## src/rtl/load_store_unit.sv

```systemverilog
// RV32I load/store memory stage: one word-aligned req/ack transaction per access with byte enables and load extension.
// Optional misaligned-access trap enabled by defining LSU_MISALIGN_TRAP_EN (default: force natural alignment).
module load_store_unit #(
    parameter int unsigned DATA_WIDTH = 32,
    parameter int unsigned TIMEOUT    = 255
) (
    input  logic                  clk,
    input  logic                  reset,
    input  logic                  start,
    input  logic                  MemRead,
    input  logic                  MemWrite,
    input  logic [2:0]            Funct3,
    input  logic [DATA_WIDTH-1:0] ALUResult,
    input  logic [DATA_WIDTH-1:0] WriteData,
    output logic                  mem_req,
    output logic                  mem_we,
    output logic [DATA_WIDTH-1:0] mem_addr,
    output logic [3:0]            mem_be,
    output logic [DATA_WIDTH-1:0] mem_wdata,
    input  logic                  mem_ack,
    input  logic [DATA_WIDTH-1:0] mem_rdata,
    output logic                  busy,
    output logic                  done,
    output logic [DATA_WIDTH-1:0] ReadData,
    output logic                  err,
    output logic                  misaligned
);

    localparam int unsigned CNT_W = 8;

    typedef enum logic [1:0] {IDLE, REQ, DONE} state_t;

    state_t                  state, state_next;
    logic [2:0]              lat_funct3, lat_funct3_next;
    logic [1:0]              lat_offset, lat_offset_next;
    logic [CNT_W-1:0]        wait_cnt, wait_cnt_next;

    logic                    req_next, we_next, busy_next, done_next, err_next, mis_next;
    logic [DATA_WIDTH-1:0]   addr_next, wdata_next, rdata_next;
    logic [3:0]              be_next;

    logic [1:0]              size;
    logic                    f3_legal, illegal, trap;
    logic [1:0]              offset_c;
    logic [3:0]              be_c;
    logic [DATA_WIDTH-1:0]   wdata_c;
    logic [7:0]              byte_sel;
    logic [15:0]             half_sel;
    logic [DATA_WIDTH-1:0]   load_data;

    assign size = Funct3[1:0];

    // Request decode from the execute-stage inputs
    always_comb begin
        f3_legal = 1'b0;
        offset_c = 2'b00;
        be_c     = 4'b1111;
        wdata_c  = WriteData;
        if (MemWrite)
            f3_legal = Funct3 inside {3'b000, 3'b001, 3'b010};
        else
            f3_legal = Funct3 inside {3'b000, 3'b001, 3'b010, 3'b100, 3'b101};
        case (size)
            2'b00: begin
                offset_c = ALUResult[1:0];
                be_c     = 4'b0001 << ALUResult[1:0];
                wdata_c  = {4{WriteData[7:0]}};
            end
            2'b01: begin
                offset_c = {ALUResult[1], 1'b0};
                be_c     = ALUResult[1] ? 4'b1100 : 4'b0011;
                wdata_c  = {2{WriteData[15:0]}};
            end
            default: begin
                offset_c = 2'b00;
                be_c     = 4'b1111;
                wdata_c  = WriteData;
            end
        endcase
    end

    assign illegal = (MemRead & MemWrite) | ~f3_legal;

`ifdef LSU_MISALIGN_TRAP_EN
    assign trap = ((size == 2'b01) & ALUResult[0]) | ((size == 2'b10) & (ALUResult[1:0] != 2'b00));
`else
    assign trap = 1'b0;
`endif

    // Load lane select and extension from the latched size/offset
    always_comb begin
        byte_sel = mem_rdata[7:0];
        case (lat_offset)
            2'b00:   byte_sel = mem_rdata[7:0];
            2'b01:   byte_sel = mem_rdata[15:8];
            2'b10:   byte_sel = mem_rdata[23:16];
            default: byte_sel = mem_rdata[31:24];
        endcase
        half_sel = lat_offset[1] ? mem_rdata[31:16] : mem_rdata[15:0];
        case (lat_funct3)
            3'b000:  load_data = {{(DATA_WIDTH-8){byte_sel[7]}}, byte_sel};
            3'b100:  load_data = DATA_WIDTH'(byte_sel);
            3'b001:  load_data = {{(DATA_WIDTH-16){half_sel[15]}}, half_sel};
            3'b101:  load_data = DATA_WIDTH'(half_sel);
            default: load_data = mem_rdata;
        endcase
    end

    // Next-state and next-output logic
    always_comb begin
        state_next      = state;
        req_next        = 1'b0;
        err_next        = 1'b0;
        mis_next        = 1'b0;
        we_next         = mem_we;
        addr_next       = mem_addr;
        be_next         = mem_be;
        wdata_next      = mem_wdata;
        rdata_next      = ReadData;
        lat_funct3_next = lat_funct3;
        lat_offset_next = lat_offset;
        wait_cnt_next   = wait_cnt;
        case (state)
            IDLE: begin
                if (start && (MemRead || MemWrite)) begin
                    if (illegal) begin
                        state_next = DONE;
                        err_next   = 1'b1;
                        rdata_next = '0;
                    end else if (trap) begin
                        state_next = DONE;
                        mis_next   = 1'b1;
                        rdata_next = '0;
                    end else begin
                        state_next      = REQ;
                        req_next        = 1'b1;
                        we_next         = MemWrite;
                        addr_next       = {ALUResult[DATA_WIDTH-1:2], 2'b00};
                        be_next         = be_c;
                        wdata_next      = wdata_c;
                        lat_funct3_next = Funct3;
                        lat_offset_next = offset_c;
                        wait_cnt_next   = '0;
                    end
                end
            end
            REQ: begin
                if (mem_ack) begin
                    state_next = DONE;
                    if (!mem_we)
                        rdata_next = load_data;
                end else if (wait_cnt == CNT_W'(TIMEOUT - 1)) begin
                    state_next = DONE;
                    err_next   = 1'b1;
                    rdata_next = '0;
                end else begin
                    req_next      = 1'b1;
                    wait_cnt_next = wait_cnt + CNT_W'(1);
                end
            end
            DONE:    state_next = IDLE;
            default: state_next = IDLE;
        endcase
        done_next = (state_next == DONE);
        busy_next = (state_next != IDLE);
    end

    always_ff @(posedge clk or posedge reset) begin
        if (reset) begin
            state      <= IDLE;
            mem_req    <= 1'b0;
            mem_we     <= 1'b0;
            mem_addr   <= '0;
            mem_be     <= '0;
            mem_wdata  <= '0;
            busy       <= 1'b0;
            done       <= 1'b0;
            ReadData   <= '0;
            err        <= 1'b0;
            misaligned <= 1'b0;
            lat_funct3 <= '0;
            lat_offset <= '0;
            wait_cnt   <= '0;
        end else begin
            state      <= state_next;
            mem_req    <= req_next;
            mem_we     <= we_next;
            mem_addr   <= addr_next;
            mem_be     <= be_next;
            mem_wdata  <= wdata_next;
            busy       <= busy_next;
            done       <= done_next;
            ReadData   <= rdata_next;
            err        <= err_next;
            misaligned <= mis_next;
            lat_funct3 <= lat_funct3_next;
            lat_offset <= lat_offset_next;
            wait_cnt   <= wait_cnt_next;
        end
    end

endmodule
```

## config.mk

```make
export PLATFORM = sky130hd
export DESIGN_NAME = load_store_unit
export DESIGN_NICKNAME = d
export VERILOG_FILES = /design/src/rtl/load_store_unit.sv
export SDC_FILE = /design/constraint.sdc
export NUM_CORES = 1
export LEC_CHECK = 0
export ABC_AREA = 1
export BUFFER_PORTS_ARGS = -buffer_cell sky130_fd_sc_hd__buf_2
export CORE_ASPECT_RATIO = 1.1
export CORE_MARGIN = 2
export CORE_UTILIZATION = 45
export CTS_CLUSTER_DIAMETER = 100
export DETAILED_ROUTE_END_ITERATION = 10
export PLACE_DENSITY = 0.77
export SETUP_SLACK_MARGIN = 0.05
export SLEW_MARGIN = 20
export SYNTH_ARGS = -nofsm -noshare
export SYNTH_HDL_FRONTEND = slang
export SYNTH_SLANG_ARGS = --single-unit
```

## constraint.sdc

```tcl
create_clock -name clk -period 3.9 [get_ports clk]
set_clock_uncertainty 0.15 [all_clocks]
set_input_delay 0.39 -clock clk [delete_from_list [all_inputs] [get_ports clk]]
set_output_delay 0.39 -clock clk [all_outputs]
set_load 0.02 [all_outputs]
```

==> impl_results.md <==
* CP cell instances: nor2_1 > nand3_1 > inv_2 > nand2_4 > buf_4 > nand2_1 > nand2_1
* H-tree Lvls at 4
* Share of cells above drive strength 1 at 0.292
* Die Y at around 120 microns
* Power Dens Cells at just over 800 mW/mm^2
* Core footprint at between 0.01 and 0.015 sq mm
* Die Span X at between 100 and 150 microns
* Clk root buf: clkbuf_16
* Synth cell types at 33
* Starting Density at 0.457
* Crit. Startpoint: state[0]
* Crit path max fanout at 84
* Routability cong. at ~0.93
* HPWL after DPL at 11,100 microns
* WL/cell at between 10 and 15 microns
* Setup Crit Path Kind: reg -> reg
* Nets@finish at approximately 1,000
* Vias in the first global route at 5,002
* Relative slew margins at 0.497
* Die area at 0.0136 sq mm
* Crit end category: flop
* Worst reg2reg path startpoint: state[0]
* Multi-input logic area at 0.00236 sq mm
* Failing checks: hold timing
* CTS buffer count at 17
* Syn avg cell area at between 7 and 8 sq um
* Row Count at 43
* Post-CTS setup repair buffer count at 0
* Clock insertion delay at the later pin of the skew report at about 0.40 ns
* Pleak at between 4 and 5 nW
* Worst ir drop on vdd at ~390 uV
* Synth top area share at 0.518
* Total Routed Length at between 15,000 and 20,000 microns
* Clock sinks at ~120
* Status: finished with violations
* Mapped Cells at 726
* Most frequent cells in the layout: 282 x nand2_1, 207 x buf_2, 118 x dfrtp_1
* CP Data Arrival Time at 2.78 ns
* Hold WC Path Type: in -> async
* DRC at 0
* Most frequent CP cell: nand2_1
* Commonest non-fill, non-tap cell in the layout: nand2_1
* CTS tree: built
* Hold buffers post-CTS at 0
* Final setup vio count at 0
* I/O pins at roughly 210
* First-pass GRT wire length at approximately 25,000 microns
* Fillers at about 1,200
* 1st-pass router iterations at 6
* Ys async rst share at 1.00
* Final period util at 0.677
* # port buffers at approximately 210
* Synth area leaders: dfrtp_1 52%, nand2_1 19%, o21ai_0 5.4%
* Max-cap violations at 0
* Final hold viol count at 4
* Routed vias at roughly 5,400
* Setup TNS at 0 ns
* Prevailing post-synth register cell: dfrtp_1
* Slowest Stage Delay on Critical Path at approximately 0.56 ns
* Sequential Area at slightly below 0.003 sq mm
* Yosys reg bits at roughly 120
* Clock input transition at the sequential cells of the worst setup and hold paths at 0.05 ns
* Antenna violations before repair at 1
* Grt total ovfl at 0
* WHS at -0.00387 ns
* Unrepaired setup endpoints after global routing: no
* Largest net degree at the start of global routing at roughly 120
* Number of synthesized flops with an enable pin at 0
* FMAX at 0.379 GHz
* Max Slew Vio Count at 0
* Worst endpoint required time at 4.04 ns
* Drt first-iter violations at around 470
* Sequential fraction of the synthesis area at 0.518
* Antenna cells at 0
* Ys Warns at 0
* Maximum clock insertion buffer count at 2
* Vias per std cell at just under 5
* Synth area leader: dfrtp_1
* Synthesized area at 0.00570 sq mm
* Tightest Pin Transition at about 0.75 ns
* Fin crit period at around 2.6 ns
* Critical-path top delay cell: nand2_4
* CP startpoint kind: flop
* Syn-to-layout area delta at 27.6%
* Post-route ant nets at 0
* GR Util All Layers at 0.230
* Post-CTS Resized at 0
==> routing by layer <==
layer  GRT usage  vias to the layer above  share of wire
met1       0.308                     2439           0.44
met4      0.0980                        2          0.020
met3      0.0473                       31          0.052
li1            -                     2718              -
met5           0                        -        0.00083
met2       0.367                      199           0.48
==> layout make-up <==
cell class	count	area share
repair buffers	211	0.148
clock inverters	11	0.00861
flip-flops and latches	118	0.406
multi-input cells	524	0.324
clock buffers	19	0.0609
inverters	47	0.0248
well taps	157	0.0270
==> power breakdown <==
| part | switching [W] | total (W) | internal (W) |
|---|---|---|---|
| clock network | 0.000539 | 0.00135 | 0.000809 |
| registers | 0.000301 | 0.00206 | 0.00176 |
| logic | 0.00175 | 0.00253 | 0.000780 |
==> cell usage after synthesis (2+ instances only) <==
library cell / instances
inv_1: 39
a21oi_2: 2
dfrtp_1: 118
nor3_1: 2
ha_1: 2
clkbuf_1: 15
buf_2: 14
nand3_2: 2
nor2_4: 2
nand2_4: 2
nand4_1: 3
o21ai_0: 61
nand2_2: 4
buf_6: 6
nand3_1: 54
nor2_1: 37
buf_4: 3
o21ai_1: 5
or2_2: 8
inv_2: 7
a21oi_1: 39
nand2_1: 282
o211ai_1: 9
==> logic make-up (layout without fill, tap and decap cells) <==
kind of cell | count (synthesis) | in the layout | share of synthesized area
and+or+nand+nor | 398 | 398 | 0.292
other | 1 | 3 | 0.000658
DFF | 118 | 118 | 0.518
xor gates and xnor gates | 1 | 1 | 0.00154
AOI/OAI and AO/OA | 120 | 120 | 0.113
adders and majority gates | 2 | 2 | 0.00439
buffers and inverters | 86 | 288 | 0.0698
==> registers in the layout (all words and copies together) (netlist names) <==
| name | count |
|---|---|
| ReadData | 32 |
| busy | 1 |
| done | 1 |
| err | 1 |
| lat_funct3 | 3 |
| lat_offset | 2 |
| mem_addr | 30 |
| mem_be | 4 |
| mem_req | 1 |
| mem_wdata | 32 |
| mem_we | 1 |
| state | 2 |
| wait_cnt | 8 |
==> through the flow <==
step / instance area [sq um] / util / setup WS (ns) / power, W / cells
global route: 7270 / 0.582 / 1.04 / 0.00633 / 1087
floorplan: 5710 / - / 0.231 / 0.00379 / 728
detailed placement: 6760 / 0.542 / 0.994 / 0.00461 / 1057
finish: 7270 / 0.582 / 1.26 / 0.00593 / 1087
global placement: 6760 / 0.542 / 1.08 / 0.00456 / 1057
CTS: 7270 / 0.582 / 1.27 / 0.00597 / 1087
==> final timing paths <==
| check | to | slack (ns) | cells past startpoint |
|---|---|---|---|
| min in group clk | err | 0.04 | 2 |
| setup / recovery | mem_addr[19] | 1.26 | 7 |
| hold reg to reg | mem_addr[13] | 0.31 | 2 |
| hold / removal | ReadData[17] | -0.004 | 3 |
| setup reg to reg | mem_addr[19] | 1.26 | 7 |
| max in group asynchronous | ReadData[9] | 3.12 | 3 |
==> worst max-delay path: cells and delay by family (launching register included) <==
kind | cells | cell delay (ns)
buf+inv | 2 | 0.88
flops | 1 | 0.40
simple gates | 5 | 1.09
Power figures use the tool's default switching activity.
